===== src/rtl/uart_tx_arbiter.sv =====
// Round-robin arbiter sharing one UART transmitter among NUM_REQ byte producers.
// Ports: txclk/reset; enable; req_valid/req_data/req_last in, req_ready out;
// ld_tx_data/tx_data/tx_enable to the UART, tx_empty from it; busy, grant_id,
// locked and err_timeout status outputs.
module uart_tx_arbiter #(
  parameter int NUM_REQ       = 4,
  parameter int GID_W         = 2,
  parameter int START_TIMEOUT = 15
) (
  input  logic                 txclk,
  input  logic                 reset,
  input  logic                 enable,
  input  logic [NUM_REQ-1:0]   req_valid,
  input  logic [8*NUM_REQ-1:0] req_data,
  input  logic [NUM_REQ-1:0]   req_last,
  output logic [NUM_REQ-1:0]   req_ready,
  output logic                 ld_tx_data,
  output logic [7:0]           tx_data,
  output logic                 tx_enable,
  input  logic                 tx_empty,
  output logic                 busy,
  output logic [GID_W-1:0]     grant_id,
  output logic                 locked,
  output logic                 err_timeout
);

  localparam int CNT_W = $clog2(START_TIMEOUT + 1);
  localparam logic [CNT_W-1:0] CNT_LAST = CNT_W'(START_TIMEOUT - 1);
  localparam logic [GID_W:0] NREQ_X = (GID_W + 1)'(NUM_REQ);
  localparam logic [GID_W-1:0] LAST_ID = GID_W'(NUM_REQ - 1);

  typedef enum logic [1:0] {
    S_IDLE,
    S_LOAD,
    S_WAIT_START,
    S_WAIT_DONE
  } state_t;

  state_t state_q, state_d;

  logic [GID_W-1:0]   rr_ptr_q, rr_ptr_d;
  logic [GID_W-1:0]   grant_id_q, grant_id_d;
  logic [7:0]         tx_data_q, tx_data_d;
  logic               locked_q, locked_d;
  logic               last_q, last_d;
  logic [CNT_W-1:0]   cnt_q, cnt_d;
  logic               ld_q, ld_d;
  logic [NUM_REQ-1:0] ready_q, ready_d;
  logic               err_q, err_d;
  logic               tx_en_q;

  logic               win_found;
  logic [GID_W-1:0]   win_id;
  logic [GID_W:0]     idx_x;
  logic [7:0]         win_data;
  logic               win_last;

  // Scan downwards so the candidate closest to rr_ptr is written last.
  always_comb begin
    win_found = 1'b0;
    win_id    = '0;
    idx_x     = '0;
    if (locked_q) begin
      win_found = req_valid[grant_id_q];
      win_id    = grant_id_q;
    end else begin
      for (int k = NUM_REQ - 1; k >= 0; k--) begin
        idx_x = {1'b0, rr_ptr_q} + (GID_W + 1)'(k);
        if (idx_x >= NREQ_X) begin
          idx_x = idx_x - NREQ_X;
        end
        if (req_valid[idx_x[GID_W-1:0]]) begin
          win_found = 1'b1;
          win_id    = idx_x[GID_W-1:0];
        end
      end
    end
  end

  always_comb begin
    win_data = 8'h00;
    win_last = 1'b0;
    for (int i = 0; i < NUM_REQ; i++) begin
      if (win_id == GID_W'(i)) begin
        win_data = req_data[8*i +: 8];
        win_last = req_last[i];
      end
    end
  end

  always_comb begin
    state_d    = state_q;
    rr_ptr_d   = rr_ptr_q;
    grant_id_d = grant_id_q;
    tx_data_d  = tx_data_q;
    locked_d   = locked_q;
    last_d     = last_q;
    cnt_d      = cnt_q;
    ld_d       = 1'b0;
    ready_d    = '0;
    err_d      = 1'b0;
    unique case (state_q)
      S_IDLE: begin
        if (enable && tx_empty && win_found) begin
          state_d    = S_LOAD;
          tx_data_d  = win_data;
          grant_id_d = win_id;
          last_d     = win_last;
          ld_d       = 1'b1;
          ready_d    = NUM_REQ'(1) << win_id;
        end
      end
      S_LOAD: begin
        locked_d = ~last_q;
        if (last_q) begin
          rr_ptr_d = (grant_id_q == LAST_ID) ? '0
                   : grant_id_q + 1'b1;
        end
        cnt_d   = '0;
        state_d = S_WAIT_START;
      end
      S_WAIT_START: begin
        if (!tx_empty) begin
          state_d = S_WAIT_DONE;
        end else if (cnt_q == CNT_LAST) begin
          err_d    = 1'b1;
          locked_d = 1'b0;
          state_d  = S_IDLE;
        end else begin
          cnt_d = cnt_q + 1'b1;
        end
      end
      S_WAIT_DONE: begin
        if (tx_empty) begin
          state_d = S_IDLE;
        end
      end
      default: state_d = S_IDLE;
    endcase
  end

  always_ff @(posedge txclk) begin
    if (reset) begin
      state_q    <= S_IDLE;
      rr_ptr_q   <= '0;
      grant_id_q <= '0;
      tx_data_q  <= 8'h00;
      locked_q   <= 1'b0;
      last_q     <= 1'b0;
      cnt_q      <= '0;
      ld_q       <= 1'b0;
      ready_q    <= '0;
      err_q      <= 1'b0;
      tx_en_q    <= 1'b0;
    end else begin
      state_q    <= state_d;
      rr_ptr_q   <= rr_ptr_d;
      grant_id_q <= grant_id_d;
      tx_data_q  <= tx_data_d;
      locked_q   <= locked_d;
      last_q     <= last_d;
      cnt_q      <= cnt_d;
      ld_q       <= ld_d;
      ready_q    <= ready_d;
      err_q      <= err_d;
      tx_en_q    <= enable;
    end
  end

  assign req_ready   = ready_q;
  assign ld_tx_data  = ld_q;
  assign tx_data     = tx_data_q;
  assign tx_enable   = tx_en_q;
  assign busy        = (state_q != S_IDLE);
  assign grant_id    = grant_id_q;
  assign locked      = locked_q;
  assign err_timeout = err_q;

endmodule


===== config.mk =====
export PLATFORM = sky130hd
export DESIGN_NAME = uart_tx_arbiter
export DESIGN_NICKNAME = d
export VERILOG_FILES = /design/src/rtl/uart_tx_arbiter.sv
export SDC_FILE = /design/constraint.sdc
export NUM_CORES = 1
export LEC_CHECK = 0
export ABC_AREA = 1
export ABC_CLOCK_PERIOD_IN_PS = 2200
export CAP_MARGIN = 30
export CORE_MARGIN = 1.5
export CORE_UTILIZATION = 44
export DETAILED_ROUTE_END_ITERATION = 8
export PLACE_DENSITY = 0.8
export SYNTH_ARGS = -nofsm -noshare
export SYNTH_HDL_FRONTEND = slang
export SYNTH_SLANG_ARGS = --single-unit

===== constraint.sdc =====
create_clock -name txclk -period 2.2 [get_ports txclk]
set_input_delay 0.22 -clock txclk [delete_from_list [all_inputs] [get_ports txclk]]
set_output_delay 0.22 -clock txclk [all_outputs]
set_load 0.02 [all_outputs]

==> out/summary.json <==
{
  "final_layout_size_suffix_gt1_share": {"value": 7.90, "unit": "%"},
  "startpoint_type": {"value": "flip-flop"},
  "synth.mux.area_fraction": {"value": 0, "unit": "%"},
  "port-buffer-count": {"value": 62},
  "global_route.usage.total": {"value": 22.8, "unit": "%"},
  "setup.worst_path.class": {"value": "flip-flop to flip-flop"},
  "crit_path_end_kind": {"value": "flip-flop"},
  "postSynthNetCount": {"value": 311},
  "dieHeight": {"value": 65.1, "unit": "µm"},
  "first_pass_iters": {"value": 4},
  "yosysWarnings": {"value": 0},
  "maximum_number_of_pins_on_one_net_before_global_route_repair": {"value": 17},
  "hold_ws": {"value": 470, "unit": "ps"},
  "clock_skew": {"value": 4.45, "unit": "ps"},
  "maxCapViolCount": {"value": 0},
  "ys_seq_elements": {"value": 27},
  "drt-total-wl": {"value": 4780, "unit": "µm"},
  "coreArea": {"value": 3690, "unit": "µm²"},
  "cp_max_fo": {"value": 10},
  "io-pin-count": {"value": 63},
  "rows": {"value": 22},
  "vias_per_cell": {"value": 5.07},
  "slew_headroom": {"value": 74.2, "unit": "%"},
  "post-route-min-period": {"value": 1860, "unit": "ps"},
  "critPathArrivalTime": {"value": 2060, "unit": "ps"},
  "power.density": {"value": 531, "unit": "nW/µm²"},
  "post_synth_inst_count": {"value": 264},
  "die_area": {"value": 4240, "unit": "µm²"},
  "vdd_drop_max": {"value": 0.289, "unit": "mV"},
  "postSynth.asyncResetShare": {"value": 0, "unit": "%"},
  "cpPeakStageDelay": {"value": 470, "unit": "ps"},
  "clock_latency": {"value": 270, "unit": "ps"},
  "overall_via_count_from_detail_route": {"value": 1912},
  "post_synth_edffs": {"value": 0},
  "cp.buffers_inverters": {"value": 2},
  "cts_num_sinks": {"value": 27},
  "tightestPinTransition": {"value": 386, "unit": "ps"},
  "cp_delay_by_family_top": {"value": "simple AND/OR/NAND/NOR gates"},
  "synth.top_cells.by_count": {"value": "66 x sky130_fd_sc_hd__nand2_1, 42 x sky130_fd_sc_hd__inv_1, 29 x sky130_fd_sc_hd__nand3_1, 27 x sky130_fd_sc_hd__dfxtp_1, 23 x sky130_fd_sc_hd__a21oi_1"},
  "first_global_vias": {"value": 1742},
  "run_status": {"value": "finished, final reports clean"},
  "synth_compound_gate_area_share": {"value": 16.1, "unit": "%"},
  "cts.reportedPaths.clkPinSlew": {"value": 90, "unit": "ps"},
  "synth_adder_area_share": {"value": 2.21, "unit": "%"},
  "hp-class": {"value": "flip-flop to flip-flop"},
  "critical_path.slowest_cell": {"value": "sky130_fd_sc_hd__dfxtp_2"},
  "finalNetCount": {"value": 377},
  "gr-total-overflow": {"value": 0},
  "synth.area.top_cells": {"value": "sky130_fd_sc_hd__dfxtp_1 32%, sky130_fd_sc_hd__nand2_1 15%, sky130_fd_sc_hd__inv_1 9.3%"},
  "crit_path_frequent_cell": {"value": "sky130_fd_sc_hd__nand3_1"},
  "power.static_leakage": {"value": 1.13, "unit": "nW"},
  "grt_pass1_wl": {"value": 7710, "unit": "µm"},
  "syn_avg_cell_area": {"value": 6.44, "unit": "µm²"},
  "post-synth-top-area-fraction": {"value": 31.8, "unit": "%"},
  "routability_congestion": {"value": 0.939},
  "setup_violations": {"value": 0},
  "totalNegativeSetupSlack": {"value": 0, "unit": "ps"},
  "syn-cell-area": {"value": 1700, "unit": "µm²"},
  "finalHoldViolations": {"value": 0},
  "fmaxAchievable": {"value": 0.538, "unit": "GHz"},
  "initial_core_util": {"value": 46.1, "unit": "%"},
  "timing.final.crit_share": {"value": 84.4, "unit": "%"},
  "timing.critical_path.cells": {"value": "inv_4 -> nand2_1 -> nand3_1 -> nand2_1 -> nand3_1 -> nand3_1 -> nand3_4 -> nand2_4 -> buf_4 -> nand3_1 -> nand3_1 -> nand2_1 -> a21oi_1"},
  "synth-simple-area-share": {"value": 35.9, "unit": "%"},
  "routed_wire_length_per_instance": {"value": 12.7, "unit": "µm"},
  "antenna_cells_inserted": {"value": 0},
  "combinational_family_with_the_most_area_after_synthesis": {"value": "simple AND/OR/NAND/NOR gates"},
  "timing.final.ws_setup": {"value": 343, "unit": "ps"},
  "critPathRequiredTime": {"value": 2410, "unit": "ps"},
  "tritoncts.num_buffers": {"value": 3},
  "synth.lib_cells_used.distinct": {"value": 32},
  "synthDominantAreaCellType": {"value": "sky130_fd_sc_hd__dfxtp_1"},
  "synthToLayoutAreaGrowth": {"value": 42.9, "unit": "%"},
  "synth_xor_area_share": {"value": 0, "unit": "%"},
  "initialDrtViolationCount": {"value": 147},
  "cts_tree": {"value": "yes"},
  "ant_nets": {"value": 0},
  "dpl.hpwl": {"value": 3660, "unit": "µm"},
  "die_x": {"value": 65.1, "unit": "µm"},
  "clock_tree.root_cell": {"value": "sky130_fd_sc_hd__clkbuf_8"},
  "synth_ff_type": {"value": "sky130_fd_sc_hd__dfxtp_1"},
  "cts.path.max_buffers": {"value": 2},
  "yosysSeqAreaShare": {"value": 31.8, "unit": "%"},
  "rsz0062_at_grt": {"value": "no"},
  "antenna_found_initial": {"value": 0},
  "cts.repair_timing.setup_buffer_count": {"value": 0},
  "drt_drc_violations_left": {"value": 0},
  "synth_most_common_cell": {"value": "sky130_fd_sc_hd__nand2_1"},
  "cts-htree-levels": {"value": 1},
  "maxSlewViolCount": {"value": 0},
  "dpl_worst_slack": {"value": 86.6, "unit": "ps"}
}
state kept, by name, summed over array words and instances (netlist names):
name / count
err_timeout: 1
locked: 1
state_q: 2
grant_id: 2
tx_enable: 1
last_q: 1
req_ready: 4
tx_data: 8
rr_ptr_q: 2
cnt_q: 4
ld_tx_data: 1
logic make-up (layout without fill, tap and decap cells):
kind of cell             count (synthesis)  in the layout
adder cells (fa/ha/maj)                  3              3
AND/OR/NAND/NOR                        133            133
buffers and inverters                   54            119
flip-flops                              27             27
AO/OA/AOI/OAI                           47             47
metal layers:
layer	vias up	track usage [%]	routed length [µm]
met2	69	37.9	2280
li1	984	-	-
met1	846	30.3	2110
met3	13	2.91	271
met5	-	0	0
met4	0	8.85	121
area by class of cell:
type / count / area [µm²]
tap: 48 / 60.1
fill: 347 / 1260
clock buffer: 4 / 45.0
multi-input combinational: 183 / 921
sequential: 27 / 542
timing repair buffer: 69 / 686
inverter: 46 / 175
power by group:
group | switching [mW] | total (mW) | internal, mW
Sequential | 0.0233 | 0.539 | 0.516
Combinational | 0.255 | 0.474 | 0.218
Clock | 0.147 | 0.276 | 0.130
Total | 0.425 | 1.29 | 0.864
worst min-delay path: stages (launching register included):
cell,delay (ps)
sky130_fd_sc_hd__dfxtp_1,320
sky130_fd_sc_hd__nand2_1,60
sky130_fd_sc_hd__a21oi_1,60
path summary, 6_finish.rpt:
kind / startpoint / to / slack, ps / depth (start not counted)
worst min-delay path: tx_data[6] / tx_data[6] / 470 / 2
worst max-delay path: rr_ptr_q[0] / tx_data[0] / 340 / 13
worst min register to register: tx_data[6] / tx_data[6] / 470 / 2
worst max register to register: rr_ptr_q[0] / tx_data[0] / 340 / 13
timing repair:
action | CTS | global route
hold buffers | 0 | 0
resized for setup | 0 | 1
setup endpoints to repair | 0 | 6
per-stage QoR:
| stage | std cells | util [%] | total power, mW | area (µm²) |
|---|---|---|---|---|
| after floorplan | 264 | - | 0.825 | 1700 |
| after global placement | 373 | 64.6 | 1.01 | 2380 |
| after detailed placement | 373 | 64.6 | 1.02 | 2380 |
| after CTS | 377 | 65.8 | 1.30 | 2430 |
| after global routing | 377 | 65.8 | 1.37 | 2430 |
| final | 377 | 65.8 | 1.29 | 2430 |
placed cells by master, fill, tap and decap left out, drive strengths merged:
cell type      netlist  routed
clkbuf               1       4
ha                   3       3
a21boi               1       1
inv                 46      46
dfxtp               27      27
clkdlybuf4s50        0      62
and3                 1       1
a31oi                1       1
o31ai                1       1
o21ai               14      14
buf                  7       7
o2111ai              1       1
or2                  1       1
o21bai               4       4
a21oi               23      23
o211ai               1       1
o22ai                1       1
nor4                 1       1
nand4                9       9
nor2                15      15
nand3               30      30
nand2               70      70
nor3                 6       6
Power figures use the tool's default switching activity.
